File: src/rtl/hsv_core_pkg.sv
`default_nettype none
// ============================================================================
// Module      : hsv_core_pkg
// Description : Shared types and constants for the hsv core pipeline.
// Revision    : 1.0 - initial release
// ============================================================================
package hsv_core_pkg;

    typedef logic [4:0]  reg_addr;
    typedef logic [31:0] word;
    typedef logic [31:0] reg_mask;

    // Execution-unit select, one bit per unit
    typedef logic [3:0] exec_select_t;
    localparam int unsigned EXEC_ALU         = 3;
    localparam int unsigned EXEC_BRANCH      = 2;
    localparam int unsigned EXEC_CTRL_STATUS = 1;
    localparam int unsigned EXEC_MEM         = 0;
    localparam exec_select_t SEL_ALU         = 4'b1000;
    localparam exec_select_t SEL_BRANCH      = 4'b0100;
    localparam exec_select_t SEL_CTRL_STATUS = 4'b0010;
    localparam exec_select_t SEL_MEM         = 4'b0001;

    typedef struct packed {
        word     pc;
        reg_addr rs1_addr;
        reg_addr rs2_addr;
        reg_addr rd_addr;
        word     rs1;
        word     rs2;
    } common_data_t;

    typedef struct packed {
        common_data_t common;
        logic [3:0]   op;
        logic         illegal;
    } alu_data_t;

    typedef struct packed {
        common_data_t common;
        logic [2:0]   cond;
    } branch_data_t;

    typedef struct packed {
        common_data_t common;
        logic [11:0]  csr_addr;
    } ctrl_status_data_t;

    typedef struct packed {
        common_data_t common;
        logic         store;
        logic [1:0]   size;
    } mem_data_t;

    typedef struct packed {
        alu_data_t         alu_data;
        branch_data_t      branch_data;
        ctrl_status_data_t ctrl_status_data;
        mem_data_t         mem_data;
    } exec_mem_data_t;

    typedef struct packed {
        common_data_t   common;
        exec_select_t   exec_select;
        exec_mem_data_t unit_data;
    } issue_data_t;

    // ======================== ISSUE STAGE ========================
    localparam int unsigned MAX_IN_FLIGHT = 8;

    typedef logic [$clog2(MAX_IN_FLIGHT):0] in_flight_t;

    typedef enum logic [0:0] {
        EMPTY = 1'b0,
        VALID = 1'b1
    } dispatch_state_t;

    function automatic logic is_one_hot(input exec_select_t sel);
        return (sel != '0) && ((sel & (sel - 4'd1)) == '0);
    endfunction

endpackage
`default_nettype wire

File: src/rtl/hsv_core_issue_scoreboard.sv
`default_nettype none
// ============================================================================
// Module      : hsv_core_issue_scoreboard
// Description : Register busy mask with RAW/WAW hazard detection.
// Revision    : 1.0 - initial release
// ============================================================================
module hsv_core_issue_scoreboard
    import hsv_core_pkg::*;
(
    input  logic    clk_core,
    input  logic    rst_core,
    input  logic    flush,
    input  reg_addr rs1_addr,
    input  reg_addr rs2_addr,
    input  reg_addr rd_addr,
    input  logic    set_en,
    input  logic    clr_en,
    input  reg_addr clr_addr,
    output logic    hazard
);

    reg_mask r_busy;
    reg_mask w_set;
    reg_mask w_clr;

    always_comb begin
        w_set = '0;
        w_clr = '0;
        if (set_en && (rd_addr != '0)) begin
            w_set[rd_addr] = 1'b1;
        end
        if (clr_en && (clr_addr != '0)) begin
            w_clr[clr_addr] = 1'b1;
        end
    end

    // Set is applied after clear so a same-cycle collision leaves the bit busy
    always_ff @(posedge clk_core) begin
        if (rst_core || flush) begin
            r_busy <= '0;
        end else begin
            r_busy <= (r_busy & ~w_clr) | w_set;
        end
    end

    assign hazard = ((rs1_addr != '0) && r_busy[rs1_addr]) ||
                    ((rs2_addr != '0) && r_busy[rs2_addr]) ||
                    ((rd_addr  != '0) && r_busy[rd_addr]);

endmodule
`default_nettype wire

File: src/rtl/hsv_core_issue_dispatch.sv
`default_nettype none
// ============================================================================
// Module      : hsv_core_issue_dispatch
// Description : Issue stage: hazard-gated accept, operand capture, unit routing.
// Revision    : 1.0 - initial release
// ============================================================================
module hsv_core_issue_dispatch
    import hsv_core_pkg::*;
#(
    parameter int unsigned MaxInFlight = MAX_IN_FLIGHT
) (
    input  logic           clk_core,
    input  logic           rst_core,
    input  logic           flush,
    input  logic           in_valid,
    output logic           in_ready,
    input  issue_data_t    in_data,
    output reg_addr        rs1_addr,
    output reg_addr        rs2_addr,
    input  word            rs1_data,
    input  word            rs2_data,
    output logic           alu_valid,
    input  logic           alu_ready,
    output logic           branch_valid,
    input  logic           branch_ready,
    output logic           ctrl_status_valid,
    input  logic           ctrl_status_ready,
    output logic           mem_valid,
    input  logic           mem_ready,
    output exec_mem_data_t out_data,
    output common_data_t   out_common,
    input  logic           commit_valid,
    input  logic           commit_writeback,
    input  reg_addr        commit_rd_addr
);

    localparam int unsigned CNT_W = $clog2(MaxInFlight) + 1;
    localparam logic [CNT_W-1:0] MAX_CNT = CNT_W'(MaxInFlight);

    dispatch_state_t  r_state;
    dispatch_state_t  w_state_next;
    logic [CNT_W-1:0] r_in_flight;
    exec_select_t     r_route;
    exec_mem_data_t   r_out_data;
    common_data_t     r_out_common;

    logic           w_hazard;
    logic           w_sel_ready;
    logic           w_handshake;
    logic           w_accept;
    logic           w_commit;
    logic           w_one_hot;
    exec_select_t   w_route;
    common_data_t   w_common;
    exec_mem_data_t w_data;

    assign rs1_addr = in_data.common.rs1_addr;
    assign rs2_addr = in_data.common.rs2_addr;

    // A commit with nothing in flight is spurious and must not touch any state
    assign w_commit = commit_valid && (r_in_flight != '0);

    hsv_core_issue_scoreboard u_scoreboard (
        .clk_core (clk_core),
        .rst_core (rst_core),
        .flush    (flush),
        .rs1_addr (in_data.common.rs1_addr),
        .rs2_addr (in_data.common.rs2_addr),
        .rd_addr  (in_data.common.rd_addr),
        .set_en   (w_accept),
        .clr_en   (w_commit && commit_writeback),
        .clr_addr (commit_rd_addr),
        .hazard   (w_hazard)
    );

    assign w_sel_ready = |(r_route & {alu_ready, branch_ready, ctrl_status_ready, mem_ready});
    assign w_handshake = (r_state == VALID) && w_sel_ready;
    assign in_ready    = !rst_core && !flush && !w_hazard && (r_in_flight < MAX_CNT) &&
                         ((r_state == EMPTY) || w_handshake);
    assign w_accept    = in_valid && in_ready;

    // Operand capture and routing; a malformed select goes to the ALU flagged illegal
    always_comb begin
        w_one_hot     = is_one_hot(in_data.exec_select);
        w_route       = w_one_hot ? in_data.exec_select : SEL_ALU;
        w_common      = in_data.common;
        w_common.rs1  = rs1_data;
        w_common.rs2  = rs2_data;
        w_data        = in_data.unit_data;
        w_data.alu_data.common         = w_common;
        w_data.branch_data.common      = w_common;
        w_data.ctrl_status_data.common = w_common;
        w_data.mem_data.common         = w_common;
        if (!w_one_hot) begin
            w_data.alu_data.illegal = 1'b1;
        end
    end

    always_comb begin
        w_state_next = r_state;
        case (r_state)
            EMPTY:   if (w_accept) w_state_next = VALID;
            VALID:   if (w_handshake && !w_accept) w_state_next = EMPTY;
            default: w_state_next = EMPTY;
        endcase
        if (flush) begin
            w_state_next = EMPTY;
        end
    end

    always_ff @(posedge clk_core) begin
        if (rst_core) begin
            r_state      <= EMPTY;
            r_in_flight  <= '0;
            r_route      <= '0;
            r_out_data   <= '0;
            r_out_common <= '0;
        end else begin
            r_state <= w_state_next;
            if (flush) begin
                r_in_flight <= '0;
            end else if (w_handshake && !w_commit && (r_in_flight != '1)) begin
                r_in_flight <= r_in_flight + 1'b1;
            end else if (w_commit && !w_handshake) begin
                r_in_flight <= r_in_flight - 1'b1;
            end
            if (w_accept) begin
                r_route      <= w_route;
                r_out_data   <= w_data;
                r_out_common <= w_common;
            end
        end
    end

    assign alu_valid         = (r_state == VALID) && r_route[EXEC_ALU];
    assign branch_valid      = (r_state == VALID) && r_route[EXEC_BRANCH];
    assign ctrl_status_valid = (r_state == VALID) && r_route[EXEC_CTRL_STATUS];
    assign mem_valid         = (r_state == VALID) && r_route[EXEC_MEM];
    assign out_data          = r_out_data;
    assign out_common        = r_out_common;

endmodule
`default_nettype wire

File: config.mk
export PLATFORM = sky130hd
export DESIGN_NAME = hsv_core_issue_dispatch
export DESIGN_NICKNAME = d
export VERILOG_FILES = /design/src/rtl/hsv_core_pkg.sv /design/src/rtl/hsv_core_issue_scoreboard.sv /design/src/rtl/hsv_core_issue_dispatch.sv
export SDC_FILE = /design/constraint.sdc
export NUM_CORES = 1
export LEC_CHECK = 0
export ABC_AREA = 1
export BUFFER_PORTS_ARGS = -buffer_cell sky130_fd_sc_hd__buf_4
export CORE_AREA = 2 2 487 489
export DETAILED_ROUTE_END_ITERATION = 16
export DIE_AREA = 0 0 489 491
export GPL_ROUTABILITY_DRIVEN = 0
export PLACE_DENSITY = 0.3
export REMOVE_ABC_BUFFERS = 1
export SLEW_MARGIN = 20
export SYNTH_ARGS = -nofsm -noshare
export SYNTH_HDL_FRONTEND = slang
export SYNTH_HIERARCHICAL = 1
export SYNTH_SLANG_ARGS = --single-unit
File: constraint.sdc
create_clock -name clk_core -period 6 [get_ports clk_core]
set_clock_uncertainty 0.1 [all_clocks]
set_input_delay 1.2 -clock clk_core [delete_from_list [all_inputs] [get_ports clk_core]]
set_output_delay 1.2 -clock clk_core [all_outputs]
set_load 0.02 [all_outputs]
==> reports/metrics.cfg, run 1 <==
[outcome]
status = finished clean

[worst_setup_path]
crit_top_cell = nand2_1
r2r-start = u_scoreboard/r_busy[31]$_SDFF_PP0_
cp-start-kind = input pin
crit_type = in -> out
crit_chain = buf_4 -> inv_2 -> nand2_1 -> nand3_1 -> nand2_1 -> nand2_1 -> nand2_1 -> inv_1 -> nand2_1 -> nand2_1 -> nand2_1 -> inv_1 -> nand3_1 -> nor3_2 -> nand2_1 -> inv_1 -> buf_4
rr_worst_depth = 17
cp_top_family = simple AND/OR/NAND/NOR gates
regToRegSetupSlack_ns = 3.01
critPathMaxStageDelay_ns = 0.29
cp_slowest_cell = inv_2
worst-path-buf-inv = 6
reg2reg_to = out_common[37]$_SDFFE_PP0P_
required_ns = 4.70
cp.arrival_ns = 2.97
cp_max_fo = 21
critical_path.endpoint_type = primary output

[synthesis]
yosysUniqueCellTypes = 35
netlist_area_um2 = 11200
synth_top_area_share_pct = 31.3
synth_commonest_cells = 456 x buf_4, 291 x nor2_1, 209 x nand2_1
synth_flop_cell = dfxtp_1
ys_warn_count = 6
syn_inst = 1585
synth_edf_count = 0
yosys.cell_count.top_type = buf_4
syn_area_per_cell_um2 = 7.07
async_flop_share_pct = 0
yosys.area.top_type = dfxtp_1
ys_seq_area_share_pct = 31.3
yosys-top-cells-area = dfxtp_1 31%, buf_4 31%, nor2_1 9.8%, o21ai_0 8.0%, nand2_1 7.0%
yosys_register_bits = 175

[route]
vias = 11039
final_antenna_net_count = 0
wl_per_cell_um = 19.0
drc = 0
drt_pass1_iterations = 4
finalWirelength_mm = 95.3
via_per_inst = 2.20
initialDrtViolationCount = 607

[worst_hold_path]
hold_start = u_scoreboard/r_busy[14]$_SDFF_PP0_
min_path_type = reg -> reg
holdPathEnd = u_scoreboard/r_busy[14]$_SDFF_PP0_
holdPathStages = 2

[power]
power_density_nw_per_um2 = 201
p_leak_nw = 7.64
ir_drop_v = 0.000199

[sta]
period_minus_slack_ns = 4.27
finalCritPeriodShare_pct = 71.1
setup_viol = 0
slew_headroom_pct = 34.3
fin_tns_setup_ns = 0
rsz0062_at_grt = false
holdWs_ns = 0.379
slew_viol_final = 0
hold_viol = 0
worst_pin_slew_ns = 0.985
fmax_mhz = 234

[layout]
final_area_um2 = 17600
fillers = 27683
nets = 2508
syn_to_final_growth_pct = 57.5
fin_cells = 5016
ff_latch_area_um2 = 3500
multi_input_area_um2 = 3540
final_layout_size_suffix_gt1_share_pct = 43.6

[clocking]
cts_setup_buffers = 0
cts_htree_levels = 4
clkTransAtPathRegs_ns = 0.08
numCtsBuffers = 17
cts_tree = yes
numClockSinks = 175
clockBufferDepth = 2
post_cts_resized = 0
hold_buffers = 0
cts_root_buffer = clkbuf_16
clk_latency_ns = 0.56

[placed_design]
dp_cells = 4975
portBuffers = 745
place_area_um2 = 17000
dp_hpwl_mm = 80.0

[global_route]
grt_max_degree = 125
grt_pass1_wl_mm = 117
track_usage_pct = 7.74
grt_pass1_vias = 10620
grt-ovfl-total = 0
antenna_found_initial = 70

[floorplan]
start_util_pct = 4.78
die_w_um = 489
die_area_um2 = 240000
core-area_um2 = 235000
die_y_um = 491
placementRows = 178
ios = 1254

[run]
maxCapViolCount = 0

==> layout by cell type (no fill, tap or decap), types with 2 or more instances in the layout <==
| cell type | n |
|---|---|
| buf_4 | 753 |
| nor2_1 | 291 |
| nand2_1 | 209 |
| o21ai_0 | 180 |
| dfxtp_1 | 174 |
| inv_1 | 70 |
| nand3_1 | 61 |
| a21oi_1 | 39 |
| clkbuf_16 | 17 |
| inv_2 | 10 |
| diode_2 | 9 |
| nor3_1 | 8 |
| clkinv_8 | 7 |
| nor2_4 | 3 |
| inv_8 | 3 |
| inv_6 | 3 |
| inv_12 | 3 |
| a21boi_0 | 2 |
| ha_1 | 2 |
| a31oi_1 | 2 |
| a21oi_2 | 2 |
==> worst register-to-register path, cell delays in order (launching register included) <==
cell	delay, ns
dfxtp_1	0.33
inv_1	0.15
nor2_1	0.09
a21oi_2	0.10
nand2_1	0.08
nand2_1	0.07
nand2_1	0.06
nor2_1	0.08
nand2_1	0.06
nand2_1	0.10
nand3_1	0.12
nor3_2	0.17
nand2_1	0.13
nor2_4	0.21
inv_8	0.20
buf_4	0.46
nor2_1	0.30
nor2_1	0.09
==> worst max path at each step <==
stage | slack, ns | start | cells after the start | endpoint
final | 1.73 | in_data[540] | 17 | in_ready
after global placement | 1.48 | in_data[535] | 17 | out_common[37]$_SDFFE_PP0P_
after floorplan | 0.98 | in_data[540] | 18 | out_data[351]$_SDFFE_PP0P_
after global routing | 1.47 | in_data[540] | 17 | in_ready
after detailed placement | 1.51 | in_data[535] | 17 | out_common[37]$_SDFFE_PP0P_
after CTS | 1.66 | in_data[535] | 14 | in_ready
==> logic make-up after synthesis <==
kind of cell             after synthesis  synth area share [%]
XOR/XNOR                               1                0.0782
AND/OR/NAND/NOR                      580                  20.7
buffers and inverters                597                  37.1
adder cells (fa/ha/maj)                3                 0.402
flip-flops                           175                  31.3
AO/OA/AOI/OAI                        229                  10.5
==> where the power goes <==
part / leakage [nW] / internal [mW] / switching, mW / total (mW)
clock network: 0.303 / 0.576 / 0.751 / 1.33
logic: 5.92 / 0.332 / 0.502 / 0.834
registers: 1.42 / 1.21 / 0.172 / 1.38
==> per-stage QoR <==
step | util [%] | worst slack (ns) | power [mW]
floorplan | - | 0.980 | 1.64
global placement | 7.25 | 1.48 | 2.27
finish | 7.52 | 1.73 | 3.54
global route | 7.52 | 1.47 | 3.75
CTS | 7.51 | 1.66 | 3.70
detailed placement | 7.25 | 1.51 | 2.27
==> final cells by class <==
type	count	area share [%]
tap	3150	22.3
antenna	9	0.128
multi-input combinational	813	20.1
inverter	83	1.88
sequential	175	19.9
timing repair buffer	754	32.1
clock inverter	15	1.16
clock buffer	17	2.41
==> state kept, by name (all words and copies together), names as in the netlist <==
| name | cells |
|---|---|
| r_in_flight | 4 |
| out_common | 111 |
| out_data | 23 |
| u_scoreboard/r_busy | 32 |
| r_state | 1 |
| r_route | 4 |
==> layer usage <==
layer / share of wire, % / global-route usage (%)
met1: 45 / 9.97
met5: 0.14 / 0
met4: 2.2 / 1.95
met3: 9.1 / 2.98
met2: 44 / 12.0
(Power assumes the default switching activity.)
==> inputs of run 2 (changes only) <==
--- a/config.mk
+++ b/config.mk
@@ -7,9 +7,9 @@
 export LEC_CHECK = 0
 export ABC_AREA = 1
 export BUFFER_PORTS_ARGS = -buffer_cell sky130_fd_sc_hd__buf_4
-export CORE_AREA = 2 2 487 489
+export CORE_AREA = 2 2 485 487
 export DETAILED_ROUTE_END_ITERATION = 16
-export DIE_AREA = 0 0 489 491
+export DIE_AREA = 0 0 487 489
 export GPL_ROUTABILITY_DRIVEN = 0
 export PLACE_DENSITY = 0.3
 export REMOVE_ABC_BUFFERS = 1
==> constraint.sdc (replaced) <==
create_clock -name clk_core -period 3.46 [get_ports clk_core]
set_clock_uncertainty 0.1 [all_clocks]
set_input_delay 0.692 -clock clk_core [delete_from_list [all_inputs] [get_ports clk_core]]
set_output_delay 0.692 -clock clk_core [all_outputs]
set_load 0.02 [all_outputs]
==> reports/metrics.cfg, run 2 (synthesis results as in run 1) <==
[sta]
fin_tns_setup_ns = 0
setup_viol = 0
worst_pin_slew_ns = 1.17
fmax_mhz = 319
rsz0062_at_grt = false
finalCritPeriodShare_pct = 90.5
period_minus_slack_ns = 3.13
slew_viol_final = 0
slew_headroom_pct = 21.6
holdWs_ns = 0.254
hold_viol = 0

[worst_setup_path]
cp_max_fo = 24
required_ns = 2.67
cp-start-kind = input pin
cp-endpoint = in_ready
crit_start = in_data[535]
crit_type = in -> out
reg2reg_to = out_common[15]$_SDFFE_PP0P_
critical_path.endpoint_type = primary output
cp.arrival_ns = 2.34
r2r-start = u_scoreboard/r_busy[23]$_SDFF_PP0_
rr_worst_depth = 18
regToRegSetupSlack_ns = 0.75

[power]
p_leak_nw = 7.94
ir_drop_v = 0.000300
power_density_nw_per_um2 = 343

[floorplan]
die_area_um2 = 238000
placementRows = 178
ios = 1254
die_w_um = 487
die_y_um = 489
start_util_pct = 4.79
core-area_um2 = 234000

[worst_hold_path]
min_path_type = in -> reg

[clocking]
clk_latency_ns = 0.54
cts_root_buffer = clkbuf_16
cts_htree_levels = 4
clockBufferDepth = 2
clkTransAtPathRegs_ns = 0.11
numCtsBuffers = 17
numClockSinks = 175
cts_tree = yes

[route]
via_per_inst = 2.26
final_antenna_net_count = 0
vias = 11249
initialDrtViolationCount = 701
wl_per_cell_um = 19.2
finalWirelength_mm = 95.8
drc = 0
drt_pass1_iterations = 7

[layout]
syn_to_final_growth_pct = 61.0
layout_commonest_cell = buf_4
nets = 2563
fin_util_pct = 7.72
final_cell_mix = 797 x buf_4, 291 x nor2_1, 207 x nand2_1
largest_register_ffs = 111
fillers = 27376
fin_cells = 4981
final_layout_size_suffix_gt1_share_pct = 45.3

[global_route]
grt_pass1_vias = 10456
grt-ovfl-total = 0
antenna_found_initial = 68
grt_max_degree = 62
grt_pass1_wl_mm = 116
track_usage_pct = 7.76

[run]
maxCapViolCount = 0

[outcome]
status = finished clean

[placed_design]
dp_cells = 4939
dp_hpwl_mm = 82.3
portBuffers = 745

[run 2: cell count changes in the layout (fill, tap and decap cells not counted), sizes merged]
cell / previous run / this run
clkinvlp: 0 / 2
buf: 754 / 809
bufinv: 0 / 1
clkinv: 9 / 2
inv: 89 / 92
diode: 9 / 10
[run 2: how the worst min path moves through the flow]
stage	start	to	slack, ns	depth (start not counted)
after global placement	u_scoreboard/r_busy[2]$_SDFF_PP0_	u_scoreboard/r_busy[2]$_SDFF_PP0_	0.36	2
after CTS	in_data[124]	out_data[124]$_SDFFE_PP0P_	0.18	3
after global routing	in_data[124]	out_data[124]$_SDFFE_PP0P_	0.20	3
after floorplan	u_scoreboard/r_busy[2]$_SDFF_PP0_	u_scoreboard/r_busy[2]$_SDFF_PP0_	0.35	2
final	in_data[119]	out_data[119]$_SDFFE_PP0P_	0.25	3
after detailed placement	u_scoreboard/r_busy[7]$_SDFF_PP0_	u_scoreboard/r_busy[7]$_SDFF_PP0_	0.37	2
[run 2: layout make-up]
cell class / count / area, um2 / share of cell area (%)
antenna: 10 / 25.0 / 0.139
clock buffer: 17 / 425 / 2.36
clock inverter: 14 / 164 / 0.909
inverter: 83 / 337 / 1.87
multi-input combinational: 813 / 3550 / 19.7
sequential: 175 / 3500 / 19.4
tap: 3060 / 3830 / 21.2
timing repair buffer: 809 / 6210 / 34.4
[run 2: worst max-delay path: stages]
cell and delay [ns]:
buf_6 0.15, buf_4 0.15, nand2_1 0.05, o21ai_0 0.08, nand2_1 0.07, nand2_1 0.07, nand2_1 0.06, nand2_1 0.05
nor2_1 0.09, nand2_1 0.05, nand2_1 0.11, nand3_1 0.12, nor3_2 0.18, nand2_2 0.08, buf_4 0.13, inv_1 0.05
buf_4 0.13
[run 2: per-layer routing]
metal / vias up / global-route usage [%] / part of all wire [%]
met5: - / 0 / 0.068
met1: 5221 / 10.4 / 46
met4: 10 / 1.94 / 2.0
met2: 758 / 11.7 / 43
met3: 87 / 2.72 / 9.3
li1: 5173 / - / -
[run 2: repair_timing]
| item | CTS | global route |
|---|---|---|
| gates cloned | 0 | 0 |
| setup buffers | 0 | 1 |
| hold buffers | 0 | 0 |
| pin swaps | 0 | 1 |
| resized for setup | 1 | 8 |
| endpoints found under the setup margin | 1 | 1 |
[run 2: power by group]
group | switching (mW) | internal [mW] | leakage [nW] | total (mW)
Clock | 1.25 | 1.03 | 0.283 | 2.28
Sequential | 0.261 | 2.09 | 1.42 | 2.35
Combinational | 0.930 | 0.627 | 6.24 | 1.56
Total | 2.44 | 3.75 | 7.94 | 6.18
[run 2: through the flow]
step                power, mW  worst slack [ns]  area (um2)
floorplan                2.84             -1.05        7360
global placement         4.02            -0.160       17400
detailed placement       4.01           -0.0983       17400
CTS                      6.43            0.0260       18000
global route             6.53            0.0906       18000
finish                   6.18             0.328       18000
==> inputs of run 3 (changes only) <==
--- a/config.mk
+++ b/config.mk
@@ -7,10 +7,11 @@
 export LEC_CHECK = 0
 export ABC_AREA = 1
 export BUFFER_PORTS_ARGS = -buffer_cell sky130_fd_sc_hd__buf_4
-export CORE_AREA = 2 2 485 487
+export CORE_AREA = 2 2 487 489
 export DETAILED_ROUTE_END_ITERATION = 16
-export DIE_AREA = 0 0 487 489
+export DIE_AREA = 0 0 489 491
 export GPL_ROUTABILITY_DRIVEN = 0
+export HOLD_SLACK_MARGIN = 0.02
 export PLACE_DENSITY = 0.3
 export REMOVE_ABC_BUFFERS = 1
 export SLEW_MARGIN = 20
==> constraint.sdc (replaced) <==
create_clock -name clk_core -period 4 [get_ports clk_core]
set_clock_uncertainty 0.1 [all_clocks]
set_input_delay 0.8 -clock clk_core [delete_from_list [all_inputs] [get_ports clk_core]]
set_output_delay 0.8 -clock clk_core [all_outputs]
set_load 0.02 [all_outputs]
==> reports/metrics.cfg, run 3 (synthesis results as in run 1) <==
[placed_design]
dp_hpwl_mm = 80.6
portBuffers = 745
dp_cells = 4983

[route]
drc = 0
finalWirelength_mm = 95.4
via_per_inst = 2.23
initialDrtViolationCount = 546
vias = 11197
final_antenna_net_count = 0
drt_pass1_iterations = 5
wl_per_cell_um = 19.0

[run]
maxCapViolCount = 0

[sta]
period_minus_slack_ns = 3.50
slew_viol_final = 0
slew_headroom_pct = 33.6
setup_viol = 0
hold_viol = 0
fmax_mhz = 285
rsz0062_at_grt = false
holdWs_ns = 0.365
worst_pin_slew_ns = 0.995
finalCritPeriodShare_pct = 87.6

[clocking]
cts_root_buffer = clkbuf_16
clk_latency_ns = 0.55
clkTransAtPathRegs_ns = 0.10
numClockSinks = 175
clockBufferDepth = 2
cts_setup_buffers = 0
post_cts_resized = 0
hold_buffers = 0
numCtsBuffers = 17
cts_htree_levels = 4
cts_tree = yes

[worst_setup_path]
crit_start = in_data[535]
cp-start-kind = input pin
crit_type = in -> out
regToRegSetupSlack_ns = 1.26
cp.arrival_ns = 2.60
critical_path.endpoint_type = primary output
crit_chain = buf_4 -> nand2_1 -> nor2_1 -> a21oi_1 -> nand2_1 -> nand2_1 -> nand2_1 -> nor2_1 -> nand2_1 -> nand2_1 -> nand3_1 -> nor3_2 -> nand2_1 -> inv_1 -> buf_4
cp_slowest_cell = nand2_1
required_ns = 3.10
crit_top_cell = nand2_1
cp_max_fo = 29
r2r-start = u_scoreboard/r_busy[24]$_SDFF_PP0_
critPathMaxStageDelay_ns = 0.23
worst-path-buf-inv = 3
cp_top_family = simple AND/OR/NAND/NOR gates

[power]
power_density_nw_per_um2 = 299
p_leak_nw = 7.71
ir_drop_v = 0.000269
p_total_mw = 5.33

[floorplan]
die_area_um2 = 240000
die_w_um = 489
start_util_pct = 4.78
ios = 1254
core-area_um2 = 235000
die_y_um = 491
placementRows = 178

[layout]
fillers = 27609
final_layout_size_suffix_gt1_share_pct = 43.8
syn_to_final_growth_pct = 58.9
fin_util_pct = 7.59
multi_input_area_um2 = 3540
nets = 2516
largest_register_ffs = 111
layout_commonest_cell = buf_4
final_cell_mix = 755 x buf_4, 291 x nor2_1, 209 x nand2_1
fin_cells = 5028
ff_latch_area_um2 = 3500

[global_route]
grt_max_degree = 83
grt_pass1_wl_mm = 118
antenna_found_initial = 67
grt-ovfl-total = 0
grt_pass1_vias = 10646
track_usage_pct = 7.75

[outcome]
status = finished clean

[worst_hold_path]
hold_start = rs2_data[27]
min_path_type = in -> reg

## run 3: area by class of cell
class | count | share of cell area [%]
Clock inverter | 15 | 1.21
Sequential cell | 175 | 19.7
Tap cell | 3150 | 22.1
Timing Repair Buffer | 762 | 32.6
Multi-Input combinational cell | 813 | 19.9
Clock buffer | 17 | 2.39
Inverter | 83 | 1.86
Antenna cell | 13 | 0.183
## run 3: metal layers
| layer | up-vias | track usage [%] | part of all wire [%] |
|---|---|---|---|
| met5 | - | 0 | 0.11 |
| met2 | 735 | 12.1 | 44 |
| met1 | 5259 | 9.73 | 43 |
| li1 | 5083 | - | - |
| met3 | 104 | 3.05 | 9.9 |
| met4 | 16 | 2.21 | 2.3 |
## run 3: path summary, 6_finish.rpt
path                                                          end  depth (start not counted)
worst min-delay path                  out_common[27]$_SDFFE_PP0P_                          3
worst max-delay path                                     in_ready                         15
worst max register to register        out_common[29]$_SDFFE_PP0P_                         18
worst min register to register  u_scoreboard/r_busy[7]$_SDFF_PP0_                          2
## run 3: worst min-delay path, cell delays in order
cell and delay (ns):
buf_4 0.08, nor2_1 0.03, nor2_1 0.08
## run 3: power by group
part           switching [mW]  internal (mW)
Clock                    1.12          0.877
Combinational           0.755          0.509
Sequential              0.258           1.81
Total                    2.13           3.19
## run 3: metrics by stage
stage	setup slack [ns]	TNS, ns	instance area, um2
finish	0.497	0	17800
global route	0.282	0	17800
CTS	0.478	0	17800
detailed placement	0.340	0	17100
global placement	0.302	0	17100
floorplan	-0.620	-68.66	7360
